File: src/rtl/m_dmem_arbiter.sv
// Two-port arbiter in front of a single-port synchronous data memory.
// Port 0 (pipeline MEM stage) has fixed priority, limited by an anti-starvation counter;
// port 1 (debug/loader DMA) can lock the memory for bursts. Read data is steered back to
// the port that issued the read, one cycle after the grant.
module m_dmem_arbiter #(
   parameter int unsigned ADDR_W     = 12,
   parameter int unsigned DATA_W     = 32,
   parameter int unsigned STARVE_MAX = 4
) (
   input  logic              clk,
   input  logic              rst_n,
   input  logic              ce_i,
   // port 0: pipeline
   input  logic              p0_req_i,
   input  logic              p0_we_i,
   input  logic [ADDR_W-1:0] p0_addr_i,
   input  logic [DATA_W-1:0] p0_wdata_i,
   output logic              p0_gnt_o,
   output logic              p0_rvalid_o,
   output logic [DATA_W-1:0] p0_rdata_o,
   // port 1: DMA
   input  logic              p1_req_i,
   input  logic              p1_we_i,
   input  logic [ADDR_W-1:0] p1_addr_i,
   input  logic [DATA_W-1:0] p1_wdata_i,
   input  logic              p1_lock_i,
   output logic              p1_gnt_o,
   output logic              p1_rvalid_o,
   output logic [DATA_W-1:0] p1_rdata_o,
   // memory side
   output logic [ADDR_W-1:0] mem_addr_o,
   output logic              mem_we_o,
   output logic [DATA_W-1:0] mem_wdata_o,
   input  logic [DATA_W-1:0] mem_rdata_i
);

   localparam logic [3:0] StarveMax = 4'(STARVE_MAX);

   typedef enum logic [0:0] {StArb, StLock} state_e;

   state_e            state_q, state_d;
   logic [3:0]        starve_q, starve_d;
   logic              rv0_q, rv0_d, rv1_q, rv1_d;
   logic [DATA_W-1:0] rd0_q, rd0_d, rd1_q, rd1_d;
   logic              gnt0, gnt1;
   logic              lock_mode;
   logic              starve_full;

   // State register: FSM state and starvation counter
   always_ff @(posedge clk or negedge rst_n) begin
      if (!rst_n) begin
         state_q  <= StArb;
         starve_q <= '0;
      end else begin
         state_q  <= state_d;
         starve_q <= starve_d;
      end
   end

   // Next-state logic: enter LOCK on a locked p1 grant, leave when the lock drops
   always_comb begin
      state_d = state_q;
      unique case (state_q)
         StArb:   if (gnt1 && p1_lock_i) state_d = StLock;
         StLock:  if (ce_i && !p1_lock_i) state_d = StArb;
         default: state_d = StArb;
      endcase
   end

   // Output logic: grants. The cycle the lock drops is already arbitrated as in ARB.
   always_comb begin
      lock_mode   = (state_q == StLock) && p1_lock_i;
      starve_full = (starve_q == StarveMax);
      gnt0        = 1'b0;
      gnt1        = 1'b0;
      // Grants are gated by rst_n so nothing is granted while reset is held
      if (rst_n && ce_i) begin
         if (lock_mode) begin
            gnt1 = p1_req_i;
         end else begin
            gnt1 = p1_req_i && (!p0_req_i || starve_full);
            gnt0 = p0_req_i && !gnt1;
         end
      end
   end

   assign p0_gnt_o = gnt0;
   assign p1_gnt_o = gnt1;

   // Starvation counter: counts p0 wins while p1 waits; frozen when ce is low
   always_comb begin
      starve_d = starve_q;
      if (ce_i) begin
         if (state_d != state_q) begin
            starve_d = '0;
         end else if (gnt1 || !p1_req_i) begin
            starve_d = '0;
         end else if (gnt0 && !starve_full) begin
            starve_d = starve_q + 4'd1;
         end
      end
   end

   // Memory-side mux: only the granted port reaches the memory, idle drives zeros
   always_comb begin
      mem_addr_o  = '0;
      mem_wdata_o = '0;
      mem_we_o    = 1'b0;
      if (gnt0) begin
         mem_addr_o  = p0_addr_i;
         mem_wdata_o = p0_wdata_i;
         mem_we_o    = p0_we_i;
      end else if (gnt1) begin
         mem_addr_o  = p1_addr_i;
         mem_wdata_o = p1_wdata_i;
         mem_we_o    = p1_we_i;
      end
   end

   // Read-response next state: tracked every cycle, independent of ce, so reads never drop
   always_comb begin
      rv0_d = gnt0 && !p0_we_i;
      rv1_d = gnt1 && !p1_we_i;
      rd0_d = rv0_q ? mem_rdata_i : rd0_q;
      rd1_d = rv1_q ? mem_rdata_i : rd1_q;
   end

   // Read-response registers: valid flags and last captured data per port
   always_ff @(posedge clk or negedge rst_n) begin
      if (!rst_n) begin
         rv0_q <= 1'b0;
         rv1_q <= 1'b0;
         rd0_q <= '0;
         rd1_q <= '0;
      end else begin
         rv0_q <= rv0_d;
         rv1_q <= rv1_d;
         rd0_q <= rd0_d;
         rd1_q <= rd1_d;
      end
   end

   assign p0_rvalid_o = rv0_q;
   assign p1_rvalid_o = rv1_q;
   assign p0_rdata_o  = rv0_q ? mem_rdata_i : rd0_q;
   assign p1_rdata_o  = rv1_q ? mem_rdata_i : rd1_q;

endmodule

File: config.mk
export PLATFORM = sky130hd
export DESIGN_NAME = m_dmem_arbiter
export DESIGN_NICKNAME = d
export VERILOG_FILES = /design/src/rtl/m_dmem_arbiter.sv
export SDC_FILE = /design/constraint.sdc
export NUM_CORES = 1
export LEC_CHECK = 0
export CAP_MARGIN = 10
export CORE_UTILIZATION = 31
export CTS_CLUSTER_SIZE = 8
export DETAILED_ROUTE_END_ITERATION = 8
export PLACE_DENSITY_LB_ADDON = 0.12
export SLEW_MARGIN = 20
export SYNTH_ARGS = -nofsm -noshare
export SYNTH_HDL_FRONTEND = slang
export SYNTH_SLANG_ARGS = --single-unit
File: constraint.sdc
create_clock -name clk -period 1.7 [get_ports clk]
set_input_delay 0.255 -clock clk [delete_from_list [all_inputs] [get_ports clk]]
set_output_delay 0.255 -clock clk [all_outputs]
set_load 0.01 [all_outputs]
## Word level (Yosys, flattened, before mapping)

Cells that the tools add are included.

| word-level totals | value |
|---|---|
| memory bits (read-only) | 0 |
| latch bits | 0 |
| bits of input ports | 128 |
| word-level logic and storage cells | 48 |
| output and inout bits | 113 |
| memories kept | 0 |
| memory bits (writable) | 0 |
| register bits after elaboration | 71 |

| operators by class | value |
|---|---|
| multiply operators | 0 |
| bitwise operators | 1 |
| add/subtract/negate cells | 1 |
| equal/unequal tests | 2 |
| reduce and logical (&&, ||, !) cells | 20 |
| shift operators | 0 |
| div/mod/pow operators | 0 |
| muxes and demuxes | 18 |
| $lt $le $gt $ge | 0 |

Operators by type and width:

| cell | count |
|---|---|
| 32-bit two-way mux | 4 |
| 12-bit two-way mux | 2 |
| 4-bit two-way mux | 3 |
| 1-bit logical AND | 9 |
| 1-bit two-way mux | 8 |
| 1-bit logical NOT | 7 |
| 4-bit by 1-bit adder with 4-bit output (second input constant) | 1 |
| 4-bit by 3-bit == test with 1-bit output (second input constant) | 1 |
| 3-bit nonzero test | 1 |
| 1-bit logical OR | 2 |
| 1-bit case mux with 2 select lines | 1 |
| 2-bit AND reduction | 1 |
| 1-bit inequality test | 1 |
| 1-bit NOT | 1 |

## Logic depth before layout (Yosys ltp)

Gate-level depths: netlist (run 1).

| logic depth | value |
|---|---|
| depth after elaboration | 11 |
| depth in mapped cells | 7 |
| mapped depth without buffers | 6 |

## Worst setup path after synthesis (run 1)

No wires, ideal clock.

| path | value |
|---|---|
| kind | register to output |
| start | reg starve_q[0] |
| end | out mem_addr_o[10] |
| arrival time | 1.467 ns |
| stages on the path, launching flop included | 8 |
| setup slack | -0.022 ns |
| buffers on the path | 2 |
| required time | 1.445 ns |
| path through | dfrtp_1 -> inv_1 -> ha_1 -> and3b_2 -> a21oi_2 -> buf_6 -> buf_6 -> a22o_1 |

| on the way | value |
|---|---|
| longest elaborated chain between the ends | 8 |
| elaborated cells between the ends (all ways) | 11 |
| classes of those cells | 1 x eq/ne; 6 x mux; 4 x reduce/logical |

Ends and longest elaborated chain:

| what | line | source |
|---|---|---|
| start: declaration | 42 | `logic [3:0] starve_q, starve_d;` |
| start signal: assignment | 56 | `starve_q <= starve_d;` |
| 4-bit by 3-bit == test with 1-bit output (*) | 73 | `starve_full = (starve_q == StarveMax);` |
| 1-bit logical OR (*) | 81 | `gnt1 = p1_req_i && (!p0_req_i \|\| starve_full);` |
| 1-bit logical AND (*) | 81 |  |
| 1-bit logical NOT | 82 | `gnt0 = p0_req_i && !gnt1;` |
| 1-bit logical AND | 82 |  |
| 1-bit two-way mux | 78 | `if (lock_mode) begin` |
| 1-bit two-way mux | 77 | `if (rst_n && ce_i) begin` |
| 12-bit two-way mux (*) | 109 | `if (gnt0) begin` |
| end: declaration | 31 | `output logic [ADDR_W-1:0] mem_addr_o,` |

Mark *: on every way between the ends. The rest lies on a longest branch, timed or not.

## Final worst setup path (run 1)

| path | value |
|---|---|
| start | reg starve_q[1] |
| end | out mem_wdata_o[4] |

| on the way | value |
|---|---|
| longest elaborated chain between the ends | 8 |
| elaborated cells between the ends (all ways) | 11 |
| classes of those cells | 1 x eq/ne; 6 x mux; 4 x reduce/logical |

Ends and longest elaborated chain:

| what | line | source |
|---|---|---|
| 4-bit by 3-bit == test with 1-bit output (*) | 73 |  |
| 1-bit logical OR (*) | 81 |  |
| 1-bit logical AND (*) | 81 |  |
| 1-bit logical NOT | 82 |  |
| 1-bit logical AND | 82 |  |
| 1-bit two-way mux | 78 |  |
| 1-bit two-way mux | 77 |  |
| 32-bit two-way mux (*) | 109 |  |
| end: declaration | 33 | `output logic [DATA_W-1:0] mem_wdata_o,` |

Marked as above.

==> results of run 1 <==
[metal layers]
layer,vias up,wire (microns),GRT usage
met1,1581,4920,0.265
li1,1499,-,-
met3,13,963,0.0736
met2,138,6890,0.424
met5,-,0,0
met4,0,209,0.0714
[flip-flops by register name (all words and copies together), names as in the netlist]
register     count
p0_rvalid_o      1
p1_rvalid_o      1
rd0_q           32
rd1_q           32
starve_q         4
state_q          1
[timing repair]
item / in CTS / in global routing
resized for setup: 557 / 68
hold buffers: 1 / 0
endpoints found under the hold margin: 1 / 0
pin swaps: 3 / 12
cloned: 12 / 0
buffers inserted: 34 / 12
setup endpoints to repair: 114 / 116
[cell usage after synthesis (all sizes together) (2+ instances only)]
cell     n  share of area
nand2    4         0.0046
ha       2         0.0076
buf     16          0.035
a22o    46           0.12
nand3    4         0.0061
clkbuf   2         0.0023
nor2b    3         0.0057
nand3b   2         0.0057
a21oi    2         0.0042
mux2    65           0.22
dfrtp   71           0.54
inv      3         0.0034
[metrics by stage]
| step | utilization | power, uW |
|---|---|---|
| final | 0.684 | 6800 |
| after global routing | 0.684 | 7140 |
| after CTS | 0.664 | 6650 |
| after detailed placement | 0.579 | 4680 |
| after global placement | 0.579 | 4630 |
| after floorplan | - | 3170 |
[where the power goes]
| part | internal (uW) | switching, uW |
|---|---|---|
| Sequential | 2130 | 133 |
| Clock | 1020 | 618 |
| Combinational | 1840 | 1060 |
[area by class of cell]
| type | instances | area (sq um) | area share |
|---|---|---|---|
| clock inverter | 5 | 104 | 0.0147 |
| sequential | 71 | 1780 | 0.252 |
| multi-input combinational | 143 | 1590 | 0.225 |
| timing repair buffer | 311 | 3260 | 0.462 |
| tap | 136 | 170 | 0.0241 |
| inverter | 3 | 11.3 | 0.00160 |
| clock buffer | 11 | 141 | 0.0200 |
[cells by family (layout without fill, tap and decap cells)]
family | count (synthesis) | after routing
compound gates | 54 | 54
buf+inv | 21 | 330
mux | 65 | 65
flops | 71 | 71
fa+ha+maj | 2 | 2
simple gates | 22 | 22
[critical path: cells and delay by family (launching register included)]
kind / cells / cell delay [ps]
flip-flops: 1 / 390
AND/OR/NAND/NOR: 1 / 220
adder cells (fa/ha/maj): 1 / 140
buffers and inverters: 5 / 590
AO/OA/AOI/OAI: 2 / 270
[worst paths after layout]
path                            slack, ps                      end
worst max-delay path                 -500           mem_wdata_o[4]
worst min-delay path                   80        state_q$_DFF_PN0_
worst max register to register         80  starve_q[0]$_DFFE_PN0P_
worst min register to register        500       rd1_q[9]$_DFF_PN0_
max in group asynchronous             900    p1_rvalid_o$_DFF_PN0_
min in group clk                      500       rd1_q[9]$_DFF_PN0_
==> metrics.txt, run 1 <==
I/O pin total 241; final number of hold-violating endpoints 0; clk_lat worst skew 340 ps; CP cell instances inv_2 -> ha_4 -> and3b_2 -> a21oi_4 -> buf_12 -> buf_12 -> buf_16 -> a22o_1 -> buf_2; IO buf count 240; Main synth FF type dfrtp_1; post-synthesis simple-gate area fraction 0.0407; Final Wtd Congestion 0.818; Area Growth Syn to Fin 115%; FF-to-FF path depth 7; Lkg Pwr 0.00327 uW; Worst Skew 9.28 ps; number of synthesized flops with an enable pin 0; Worst-path clk slew 80 ps; Setup Viol. Count Final 105; Worst-Margin Slew 871 ps; global-route wire length before repair 19.5 mm; fmax 454 MHz; CP endpoint kind primary output; Post-synth ARST share 1.00; Routed WL 13.0 mm; antenna viol nets, final 0; count of cell types in the netlist 33; number of remaining DRC errors 0; synthesized instance count 235; drt first pass iters 4; failing checks setup timing; complex-gate fraction of the synthesized area 0.146; Syn Nets 365; placed cells 613; CP startpoint starve_q[1]$_DFFE_PN0P_; Worst Path Required 1440 ps; net total in the final layout 669; CTS root buffer clkbuf_8; maximum clock path buffer count 2; commonest non-fill, non-tap cell in the layout clkdlybuf4s50_1; GRT overflow 0; Core Area 0.0103 sq mm; largest net degree at the start of global routing 71; Design Area, Final 0.00706 sq mm; Die H 105 microns; most frequent cells in the layout clkdlybuf4s50_1, buf_6, dfrtp_1; Synth Area in XOR/XNOR 0; yosys warns 0; CP peak stage delay 390 ps; PnR worst setup slack -502 ps; # Max-Cap Violations 0; sequential fraction of the synthesis area 0.541; placed inst area 0.00597 sq mm; row count 37; Final Critical Period 2200 ps; slowest CP cell dfrtp_1; clk sinks 71; DP HPWL 8.49 mm; initial antenna violation count 0; WHS 82.8 ps; Syn Area/Cell 14.0 sq um; crit path max fanout 5; H-Tree Depth 3; worst relative slew slack 0.419; initial core utilization 0.318; max-slew violations 0; PwrDens 964 mW/mm^2; CTS tree built; CP most frequent cell buf_12; adder and majority gate portion of the synthesized area 0.00761; CP Launch Type flip-flop; RSZ-0062 raised after global routing true; routed vias 3,231; chip width 105 microns; Setup WS pre-CTS -708 ps; worst hold-check path type in -> async; Critical R2R Launch starve_q[1]$_DFFE_PN0P_; ant diodes 0; Crit Path Category reg -> out; VDD IR max 492 uV; CP arrival 1950 ps; number of global-route vias before repair 3,611; largest family of logic cells by synthesized area multiplexers; outcome complete, but fails checks; Setup TNS -24,090 ps; wire length per cell 19.1 microns; Mapped Area 0.00329 sq mm; Die ar. 0.0110 sq mm; GRT Util Overall 0.236; share of cells above drive strength 1 0.511; mux contribution to synthesized area 0.224; FILL cells 810; Vias/cell 4.75; share of the clock period used by the worst path 1.30; fin cells 680; first-iteration detailed-routing DRC count 94; TritonCTS buffer count 9; #FFs+latches synth 71
No activity file was read; power rests on OpenSTA's default activity.
==> run 2: changes to the inputs <==
SKIP_CTS_REPAIR_TIMING = 1   (was unset)
==> metrics.txt, run 2 (synthesis results as in run 1) <==
wire length per cell 18.7 microns (was 19.1 microns); Comb pwr share 0.380 (was 0.427); fmax 470 MHz (was 454 MHz); clk sinks 71 (unchanged); Core Area 0.0103 sq mm (unchanged); DP HPWL 8.49 mm (unchanged); number of global-route vias before repair 3,243 (was 3,611); chip width 105 microns (unchanged); H-Tree Depth 3 (unchanged); Worst-Margin Slew 875 ps (was 871 ps); initial antenna violation count 0 (unchanged); VDD IR max 475 uV (was 492 uV); CTS tree built (unchanged); share of the clock period used by the worst path 1.25 (was 1.30); biggest regs rd0_q x32, rd1_q x32, starve_q x4 (unchanged); largest net degree at the start of global routing 71 (unchanged); max-slew violations 0 (unchanged); drt first pass iters 4 (unchanged); CP top delay family buffers and inverters (unchanged); GRT overflow 0 (unchanged); Storage cell area 0.00178 sq mm (unchanged); worst hold-check path type in -> async (unchanged); net total in the final layout 672 (was 669); failing checks setup timing (unchanged); Critical R2R Launch starve_q[1]$_DFFE_PN0P_ (unchanged); antenna viol nets, final 0 (unchanged); row count 37 (unchanged); most frequent cells in the layout clkdlybuf4s50_1, dfrtp_1, a22o_1 (was clkdlybuf4s50_1, buf_6, dfrtp_1); Final Critical Period 2130 ps (was 2200 ps); CTS root buffer clkbuf_8 (unchanged); CP arrival 1870 ps (was 1950 ps); first-iteration detailed-routing DRC count 112 (was 94); multi-input combinational cell area 0.00152 sq mm (was 0.00159 sq mm); RSZ-0062 raised after global routing true (unchanged); CP Launch Type flip-flop (unchanged); crit path max fanout 10 (was 5); CP startpoint starve_q[1]$_DFFE_PN0P_ (unchanged); FILL cells 862 (was 810); Finished Core Util 0.647 (was 0.684); GRT Util Overall 0.203 (was 0.236); CP bufs+invs 4 (was 5); Vias/cell 4.75 (about the same); internal power 4550 uW (was 4990 uW); WHS 173 ps (was 82.8 ps); Seq pwr share 0.359 (was 0.332); share of cells above drive strength 1 0.494 (was 0.511); # Max-Cap Violations 0 (unchanged); switching pwr 1710 uW (was 1810 uW); outcome complete, but fails checks (unchanged); CP endpoint kind primary output (unchanged); clk_lat worst skew 330 ps (was 340 ps); initial core utilization 0.318 (unchanged); final number of hold-violating endpoints 0 (unchanged); ant diodes 0 (unchanged); CP peak stage delay 390 ps (about the same); Die H 105 microns (unchanged); slowest CP cell dfrtp_1 (unchanged); Worst Path Required 1440 ps (about the same); Routed WL 12.8 mm (was 13.0 mm); power share of the clock group 0.261 (was 0.241); maximum clock path buffer count 2 (unchanged); Lkg Pwr 0.00325 uW (was 0.00327 uW); IO buf count 240 (unchanged); number of remaining DRC errors 0 (unchanged); PnR worst setup slack -429 ps (was -502 ps); TritonCTS buffer count 9 (unchanged); worst relative slew slack 0.417 (was 0.419); Crit Path Category reg -> out (unchanged); CP cell instances inv_2 -> ha_4 -> and3b_2 -> a21oi_4 -> buf_12 -> clkbuf_16 -> a22o_1 -> dlymetal6s2s_1 (was inv_2 -> ha_4 -> and3b_2 -> a21oi_4 -> buf_12 -> buf_12 -> buf_16 -> a22o_1 -> buf_2); global-route wire length before repair 17.1 mm (was 19.5 mm); routed vias 3,245 (was 3,231); Worst Skew 11.1 ps (was 9.28 ps); Area Growth Syn to Fin 103% (was 115%); Final Wtd Congestion 0.818 (unchanged); PwrDens 937 mW/mm^2 (was 964 mW/mm^2); Die ar. 0.0110 sq mm (unchanged); Sw Ratio 0.273 (was 0.267); Setup Viol. Count Final 103 (was 105); I/O pin total 241 (unchanged); commonest non-fill, non-tap cell in the layout clkdlybuf4s50_1 (unchanged); Worst-path clk slew 80 ps (about the same)
[run 2: per-stage QoR]
step | cell area (sq um) | total power, uW | TNS, ps | std cells | setup WS, ps
after floorplan | 3290 | 3170 | 0 | 235 | 3.73
after global placement | 5970 | 4630 | -33030 | 613 | -712
after detailed placement | 5970 | 4680 | -33450 | 613 | -708
after CTS | 6220 | 6350 | -64260 | 629 | -877
after global routing | 6680 | 6590 | -34720 | 683 | -547
final | 6680 | 6260 | -26100 | 683 | -429
[run 2: worst paths after layout]
kind,end,depth (start not counted),slack [ps]
setup reg to reg,starve_q[2]$_DFFE_PN0P_,7,80
setup / recovery,mem_wdata_o[6],8,-430
max in group asynchronous,p1_rvalid_o$_DFF_PN0_,2,890
hold reg to reg,rd0_q[7]$_DFF_PN0_,1,500
min in group clk,rd0_q[7]$_DFF_PN0_,1,500
hold / removal,rd1_q[25]$_DFF_PN0_,2,170
[run 2: cell type report]
cell class | count | area share
timing repair buffer | 314 | 0.442
sequential | 71 | 0.266
multi-input combinational | 143 | 0.227
tap | 136 | 0.0255
clock buffer | 11 | 0.0212
clock inverter | 5 | 0.0156
inverter | 3 | 0.00169
[run 2: power groups by stage]
stage	Combinational [uW]	Clock (uW)	Sequential, uW
3_3_place_gp	2380	0	2240
3_5_place_dp	2410	0	2270
6_report	2380	1630	2240
4_1_cts	2420	1690	2240
5_1_grt	2540	1760	2290
2_1_floorplan	942	0	2230
[run 2: routing by layer]
metal / GRT usage / vias to the layer above / routed length [microns]
li1: - / 1502 / -
met1: 0.238 / 1602 / 5020
met2: 0.346 / 132 / 6670
met3: 0.0742 / 9 / 953
met4: 0.0594 / 0 / 158
met5: 0 / - / 0
